[src/rtl/mips32_pkg.sv]
// Shared types for the MIPS32 hazard scoreboard: register index, in-flight
// entry record and the hard-wired zero register.
package mips32_pkg;

  localparam int ARCH_REGS = 32;
  localparam int REG_W     = $clog2(ARCH_REGS);

  typedef logic [REG_W-1:0] reg_idx_t;

  typedef struct packed {
    logic     v;
    reg_idx_t rd;
  } sb_entry_t;

  localparam reg_idx_t R0 = {REG_W{1'b0}};

endpackage

[src/rtl/mips32_scoreboard_sat_counter.sv]
// Saturating event counter with synchronous clear taking priority over increment.
module sat_counter #(
  parameter int W = 32
) (
  input  logic         clk,
  input  logic         rst,
  input  logic         inc,
  input  logic         clr,
  output logic [W-1:0] q
);

  logic [W-1:0] q_r;

  // Count events, hold at all-ones, clear on request.
  always_ff @(posedge clk or posedge rst) begin
    if (rst) begin
      q_r <= {W{1'b0}};
    end else if (clr) begin
      q_r <= {W{1'b0}};
    end else if (inc && (q_r != {W{1'b1}})) begin
      q_r <= q_r + {{(W-1){1'b0}}, 1'b1};
    end else begin
      q_r <= q_r;
    end
  end

  assign q = q_r;

endmodule

[src/rtl/mips32_scoreboard.sv]
// RAW-hazard interlock beside ID: tracks destinations of in-flight instructions
// in a shift line and stalls issue while a used source is still pending.
module mips32_scoreboard
  import mips32_pkg::*;
#(
  parameter int NUM_REGS     = 32,
  parameter int PIPE_DEPTH   = 3,
  parameter int FLUSH_STAGES = 1,
  parameter int CNT_W        = 32,
  localparam int IDX_W       = $clog2(NUM_REGS)
) (
  input  logic                clk,
  input  logic                rst,
  input  logic                id_valid,
  input  logic [IDX_W-1:0]    id_rs,
  input  logic [IDX_W-1:0]    id_rt,
  input  logic                id_uses_rs,
  input  logic                id_uses_rt,
  input  logic [IDX_W-1:0]    id_rd,
  input  logic                id_writes,
  input  logic                flush,
  input  logic                cnt_clr,
  output logic                stall,
  output logic [NUM_REGS-1:0] busy_mask,
  output logic [CNT_W-1:0]    stall_cycles
);

  sb_entry_t [PIPE_DEPTH-1:0] line_r;
  sb_entry_t [PIPE_DEPTH-1:0] line_next_s;
  logic [NUM_REGS-1:0]        busy_r;
  logic [NUM_REGS-1:0]        busy_next_s;
  reg_idx_t                   rs_s;
  reg_idx_t                   rt_s;
  reg_idx_t                   rd_s;
  logic                       rs_hit_s;
  logic                       rt_hit_s;
  logic                       stall_s;
  logic                       accept_s;

  assign rs_s = reg_idx_t'(id_rs);
  assign rt_s = reg_idx_t'(id_rt);
  assign rd_s = reg_idx_t'(id_rd);

  // Compare used, non-zero sources against every valid in-flight entry.
  always_comb begin
    rs_hit_s = 1'b0;
    rt_hit_s = 1'b0;
    for (int k = 0; k < PIPE_DEPTH; k++) begin
      rs_hit_s = rs_hit_s | (line_r[k].v & id_uses_rs & (rs_s != R0) & (line_r[k].rd == rs_s));
      rt_hit_s = rt_hit_s | (line_r[k].v & id_uses_rt & (rt_s != R0) & (line_r[k].rd == rt_s));
    end
    stall_s  = id_valid & (rs_hit_s | rt_hit_s);
    accept_s = id_valid & ~stall_s & ~flush;
  end

  // Next shift-line contents; a flush kills the youngest entries as they advance.
  always_comb begin
    line_next_s       = line_r;
    line_next_s[0].v  = accept_s & id_writes & (rd_s != R0);
    line_next_s[0].rd = rd_s;
    for (int k = 1; k < PIPE_DEPTH; k++) begin
      line_next_s[k].rd = line_r[k-1].rd;
      line_next_s[k].v  = line_r[k-1].v & ~(flush & (k <= FLUSH_STAGES));
    end
  end

  // Pending-write mask derived from the next line so the registered view matches state.
  always_comb begin
    busy_next_s = {NUM_REGS{1'b0}};
    for (int r = 1; r < NUM_REGS; r++) begin
      for (int k = 0; k < PIPE_DEPTH; k++) begin
        busy_next_s[r] = busy_next_s[r] | (line_next_s[k].v & (line_next_s[k].rd == reg_idx_t'(r)));
      end
    end
  end

  // Advance the hazard line and its busy view every cycle.
  always_ff @(posedge clk or posedge rst) begin
    if (rst) begin
      line_r <= '0;
      busy_r <= {NUM_REGS{1'b0}};
    end else begin
      line_r <= line_next_s;
      busy_r <= busy_next_s;
    end
  end

  sat_counter #(.W(CNT_W)) u_stall_cnt (
    .clk (clk),
    .rst (rst),
    .inc (stall_s),
    .clr (cnt_clr),
    .q   (stall_cycles)
  );

  assign stall     = stall_s;
  assign busy_mask = busy_r;

endmodule

[config.mk]
export PLATFORM = sky130hd
export DESIGN_NAME = mips32_scoreboard
export DESIGN_NICKNAME = d
export VERILOG_FILES = /design/src/rtl/mips32_pkg.sv /design/src/rtl/mips32_scoreboard_sat_counter.sv /design/src/rtl/mips32_scoreboard.sv
export SDC_FILE = /design/constraint.sdc
export NUM_CORES = 1
export LEC_CHECK = 0
export CAP_MARGIN = 25
export CORE_ASPECT_RATIO = 0.5
export CORE_MARGIN = 5
export CORE_UTILIZATION = 50
export DETAILED_ROUTE_END_ITERATION = 10
export GPL_TIMING_DRIVEN = 0
export PLACE_DENSITY = 0.78
export SETUP_SLACK_MARGIN = 0.4
export SLEW_MARGIN = 20
export SYNTH_ARGS = -nofsm -noshare
export SYNTH_HDL_FRONTEND = slang
export SYNTH_SLANG_ARGS = --single-unit
[constraint.sdc]
create_clock -name clk -period 3.98 [get_ports clk]
set_input_delay 1.194 -clock clk [delete_from_list [all_inputs] [get_ports clk]]
set_output_delay 1.194 -clock clk [all_outputs]
set_load 0.02 [all_outputs]
==> results of run 1 <==
## Yosys cell counts (all sizes together), types with 6 or more instances
cell type | instances | area, um2
dfrtp | 81 | 2030
inv | 7 | 26.3
o21ai | 50 | 314
clkbuf | 7 | 26.3
xor2 | 24 | 210
nand2 | 22 | 82.6
mux2 | 8 | 90.1
nor2 | 32 | 120
nor3 | 9 | 50.1
o31ai | 6 | 63.8
a32oi | 7 | 61.3
nor4 | 7 | 56.3
a21oi | 22 | 110
and3 | 15 | 109
xnor2 | 8 | 70.1
nor2b | 13 | 81.3
nand3 | 13 | 65.1
buf | 17 | 125
or3 | 22 | 143
a22oi | 23 | 173
nand4 | 13 | 81.3
## routing by layer
metal  global-route usage [%]  vias to the layer above
li1                         -                     1831
met1                     27.7                     1925
met2                     38.5                      151
met3                     4.58                       27
met4                     6.74                        0
met5                        0                        -
## sequential cells by signal, indices dropped and copies added (netlist names)
register	flops
u_stall_cnt.q	32
busy_mask	31
line_next_s	11
line_r	7
## worst reg2reg max path: stages, from the launching register on
cell,delay [ns]
dfrtp_1,0.44
nand4_1,0.24
nor4_2,0.58
a31oi_1,0.18
o31ai_1,0.13
nand2_1,0.24
and3_1,0.25
mux2_1,0.31
## where the power goes
part	switching [uW]	internal (uW)	total (uW)
registers	11.7	834	846
clock network	322	488	809
logic	97.5	60.4	158
## cells in the final DEF (no fill, tap or decap), types with 14 or more instances in the layout
cell,netlist,routed
a21oi_1,22,22
a22oi_1,23,23
clkdlybuf4s50_1,0,75
dfrtp_1,81,81
nand2_1,22,22
nor2_1,32,32
o21ai_0,15,14
o21ai_1,18,17
o21ai_2,17,17
or3_1,21,21
xor2_1,24,23
## final cells by class
cell class              count  area [um2]  area share [%]
plain buffers              24         151            2.62
multi-input cells         331        2220            38.5
flip-flops and latches     81        2030            35.0
repair buffers             93         912            15.8
inverters                   7        28.8           0.497
clock buffers              10         229            3.96
well taps                 117         146            2.53
clock inverters             6        66.3            1.15
## through the flow
| step | instance area [um2] | total power (uW) | util (%) | hold WS [ns] | TNS [ns] |
|---|---|---|---|---|---|
| after detailed placement | 5420 | 1010 | 62.9 | 0.356 | -0.707 |
| after global routing | 5790 | 1890 | 67.1 | 0.387 | 0 |
| after CTS | 5770 | 1830 | 67.0 | 0.373 | 0 |
| final | 5790 | 1810 | 67.1 | 0.369 | 0 |
| after floorplan | 4380 | 944 | - | 0.349 | 0 |
| after global placement | 5390 | 1010 | 62.5 | 0.353 | -45.67 |
## worst max path at each step
| stage | from | endpoint | slack, ns | cells after the start |
|---|---|---|---|---|
| finish | id_rs[4] | stall | 0.22 | 8 |
| global route | id_rs[4] | stall | 0.19 | 8 |
| CTS | id_rs[1] | stall | 0.27 | 8 |
| detailed placement | id_rs[0] | stall | -0.71 | 8 |
| global placement | id_rs[0] | stall | -0.69 | 8 |
| floorplan | id_rs[0] | stall | 0.42 | 6 |
## what timing repair did
action | in CTS | in global routing
endpoints found under the setup margin | 1 | 1
setup buffers | 5 | 1
pin swaps | 12 | 3
gates resized for setup | 56 | 8
## cell families after synthesis
logic type,share of synthesized area [%]
compound gates,18.5
xor+xnor,6.39
fa+ha+maj,0.285
buf+inv,4.05
flops,46.2
mux,2.06
other cells,0.0856
simple gates,22.4
==> impl_results.md, run 1 <==
- WP buf/inv: 2
- Max stage delay on crit path: 0.30 ns
- Final-report hold violation count: 0
- Pins Over Slew Limit: 0
- Die area: 10900 um2
- Yosys reg bits: 81
- Critical path endpoint category: output port
- Setup crit start kind: input pin
- Synth unique cells: 54
- Reg-to-reg startpoint: u_stall_cnt.q[7]$_DFFE_PP0P_
- Inserted Clock Buffers: 9
- CP Max Fanout: 5
- Gpl congestion: 0.918
- Fillers: between 700 and 800
- DRT Pass-1 Iters: 5
- CTS Hold Bufs: 0
- Leakage: 0.00231 uW
- Antenna-violating nets left: 0
- I/O Pins: 88
- CTS root buffer: clkbuf_16
- Wl on met1: 4820 um
- R2r worst-path depth: 7
- Synth Warn #: 0
- IO buf count: 86
- Worst slew pin tran: ~0.73 ns
- Overall die height: 76.2 um
- Final HPWL DP: 8030 um
- Drt drc: 0
- Largest net degree at the start of global routing: 50
- WL per Instance: 17.2 um
- IR drop worst, VDD: 225 uV
- Ant diodes: 0
- Slew HR: 50.9%
- Synth Instances: 443
- F_max: between 0.2 and 0.3 GHz
- Max-cap viol count: 0
- H-tree level count: 3
- Period utilization: 94.4%
- Outcome: finished, final reports clean
- GRT Residual Overflow: 0
- WP data arrival: 2.56 ns
- CTS sink count: 81
- Type of the worst setup path: input pin to output port
- Final wirelength: between 10000 and 15000 um
- Sequential fraction of the synthesis area: 46.2%
- Row cnt: 24
- DRT iter0 DRCs: 401
- Cell Area, Synth: ~4400 um2
- Setup slack after layout: 0.223 ns
- Dpl cells: 647
- Initial Util: just over 50%
- DP Worst Slack: -0.707 ns
- Die Wd: approximately 140 um
- DR WL met2: 5820 um
- Syn Nets: 467
- Worst R2R End: u_stall_cnt.q[21]$_DFFE_PP0P_
- Worst Hold Path EP: line_r[13]$_DFF_PP0_
- WL met3: between 600 and 700 um
- Worst Hold Class: register to register
- Final Setup Violations: 0
- Share of cells above drive strength 1: about 16%
- Pwr dens: ~310 nW/um2
- Nets: 571
- Clk_skew: 0.0105 ns
- Worst-skew pair later-pin latency: roughly 0.34 ns
- CTS tree: built
- Critical path's slowest cell: o31ai_4
- First-pass GRT wire length: 19500 um
- Via density: 5.88
- GRT Util Overall: 22.1%
- CTS clk-pin slew, worst paths: 0.06 ns
- Non-filler cells, final: 669
- DR top layer: met4
- Hold wc startpoint: line_next_s[13]$_DFF_PP0_
- Maximum root-to-sink buffer count: 2
- Via count: 3934
- Ys flop type: dfrtp_1
- Reg2reg setup slack: 1.50 ns
- Vias in the first global route: 3977
- Min cycle time layout: around 3.8 ns
- Core Footprint: 8620 um2
- Async set-reset flop share out of synthesis: 100%
- Syn Area/Cell: between 9 and 10 um2
- Kind of cell adding the most delay to the critical path: simple AND/OR/NAND/NOR gates
- WHS Path Cells: 0
- Initial antenna violation count: 0
- Cells along the critical path: clkbuf_4 > xor2_2 > nor4_2 > and3_2 > o31ai_4 > o21ai_1 > and2_1 > buf_6
- Number of synthesized flops with an enable pin: 0
- RSZ-0062 raised after global routing: yes
- Area Overhead vs Synth: 32.0%
- CP required: 2.79 ns
Note: power is estimated with default switching activity, not from simulation.
==> run 2: changes to the inputs <==
CORE_UTILIZATION = 52   (was 50)
PLACE_DENSITY = 0.81   (was 0.78)
==> run 2 against run 1 <==
Die area shrank 3.5%. Fmax grew 2.2%. Cell area about the same. Core utilization up 4.2 points. Clock power increased by 3.1%. Global-route usage grew 0.90 points. Wire length fell by 0.40%. Clock-buffer cell count grew 1. First-iteration DRC count fell by 10%. Combinational power barely moved. Critical endpoint unchanged. Largest power group unchanged. Highest routed layer unchanged.
==> impl_results.md, run 2 (synthesis gave the netlist of run 1 again) <==
- Initial antenna violation count: 0
- CTS root buffer: clkbuf_16
- Setup crit start kind: input pin
- Final wirelength: 11500 um
- Die Wd: ~140 um
- Largest net degree at the start of global routing: 50
- IR drop worst, VDD: 263 uV
- Min cycle time layout: roughly 3.7 ns
- Pins Over Slew Limit: 0
- Period utilization: 92.4%
- CP Max Fanout: 4
- Dpl cell area: 5410 um2
- Hold wc startpoint: line_next_s[13]$_DFF_PP0_
- CTS clk-pin slew, worst paths: 0.06 ns
- Final HPWL DP: 8050 um
- Final-report hold violation count: 0
- Gpl congestion: 0.931
- Most frequent cells in the layout: dfrtp_1, clkdlybuf4s50_1, nor2_1
- First-pass GRT wire length: between 15000 and 20000 um
- Non-filler cells, final: 664
- CTS sink count: 81
- Max-cap viol count: 0
- Inserted Clock Buffers: 9
- Worst R2R End: u_stall_cnt.q[21]$_DFFE_PP0P_
- Vias in the first global route: 3890
- IO buf count: 86
- Ant diodes: 0
- Nets: approximately 570
- Reg2reg setup slack: 1.51 ns
- Met1 Use GR: 29.0%
- Clk_skew: about 0.0079 ns
- Row cnt: 23
- DRT Pass-1 Iters: 5
- Worst-skew pair later-pin latency: around 0.34 ns
- Worst Hold Class: register to register
- Overall die height: between 70 and 80 um
- Reg-to-reg startpoint: u_stall_cnt.q[6]$_DFFE_PP0P_
- Initial Util: 54.0%
- Drt drc: 0
- Worst Hold Path EP: line_r[13]$_DFF_PP0_
- Die area: about 10000 um2
- Dpl cells: roughly 640
- Antenna-violating nets left: 0
- Share of cells above drive strength 1: 16.5%
- Via density: 5.97
- Pwr dens: approximately 320 nW/um2
- Type of the worst setup path: input pin to output port
- Area Overhead vs Synth: 32.0%
- M2 GR Usage: between 30% and 40%
- DRT iter0 DRCs: 361
- RSZ-0062 raised after global routing: yes
- Outcome: finished, final reports clean
- Core Footprint: approximately 8000 um2
- Worst slew pin tran: 0.710 ns
- I/O Pins: 88
- Design area: just under 6000 um2
- Slew HR: 52.5%
- Register area: 2030 um2
- Busiest grt layer: met2
- CTS tree: built
- WHS Path Cells: 0
- Critical path endpoint category: output port
- Via count: 3961
- GRT Util Overall: 23.0%
- H-tree level count: 3
- Fillers: 628
- Area of the multi-input gates: 2220 um2
- F_max: 0.272 GHz
- Leakage: roughly 0.0023 uW
- GRT Residual Overflow: 0
- CTS Hold Bufs: 0
- R2r worst-path depth: 7
- Setup TNS: 0 ns
- Commonest non-fill, non-tap cell in the layout: dfrtp_1
- Maximum root-to-sink buffer count: 2
- CP required: 2.79 ns
- Met3 Use GR: 5.84%
- Final Setup Violations: 0
- WL per Instance: about 17 um
- Max reg flops: 32
- WP data arrival: roughly 2.5 ns
## run 2: per-stage QoR
step | setup slack (ns) | util (%) | total power (uW) | hold WS (ns)
CTS | 0.287 | 70.9 | 1850 | 0.371
finish | 0.302 | 71.3 | 1840 | 0.370
detailed placement | -0.692 | 66.7 | 1010 | 0.356
global route | 0.243 | 71.3 | 1910 | 0.387
global placement | -0.687 | 66.3 | 1000 | 0.353
floorplan | 0.418 | - | 944 | 0.349
## run 2: how the worst max path moves through the flow
| stage | startpoint | end | slack [ns] |
|---|---|---|---|
| after global routing | id_rs[4] | stall | 0.24 |
| after detailed placement | id_rs[0] | stall | -0.69 |
| after floorplan | id_rs[0] | stall | 0.42 |
| after CTS | id_rs[2] | stall | 0.29 |
| final | id_rt[2] | stall | 0.30 |
| after global placement | id_rs[0] | stall | -0.69 |
## run 2: final cells by class
cell class / count / share of cell area [%]
Buffer: 24 / 2.62
Timing Repair Buffer: 93 / 15.7
Multi-Input combinational cell: 331 / 38.4
Tap cell: 112 / 2.42
Clock buffer: 11 / 4.19
Sequential cell: 81 / 35.0
Inverter: 7 / 0.497
Clock inverter: 5 / 1.08
## run 2: critical path, cell delays in order
cell and delay, ns:
clkdlybuf4s15_2 0.23, or4_4 0.53, o21ai_4 0.17, o21ai_1 0.08, and2_1 0.15, buf_6 0.13
## run 2: timing repair
action / in CTS / in global routing
setup buffers: 5 / 1
pin swaps: 17 / 2
resized for setup: 59 / 4
endpoints found under the setup margin: 1 / 1
## run 2: layer usage
layer	share of wire [%]	vias to the layer above	routed length [um]
met2	50	160	5740
met5	0	-	0
met4	1.5	0	172
met1	43	1937	4880
li1	-	1837	-
met3	5.8	27	671
## run 2: power by group
group	internal [uW]	switching, uW
sequential	834	11.2
clock	506	328
combinational	60.7	97.8
total	1400	437
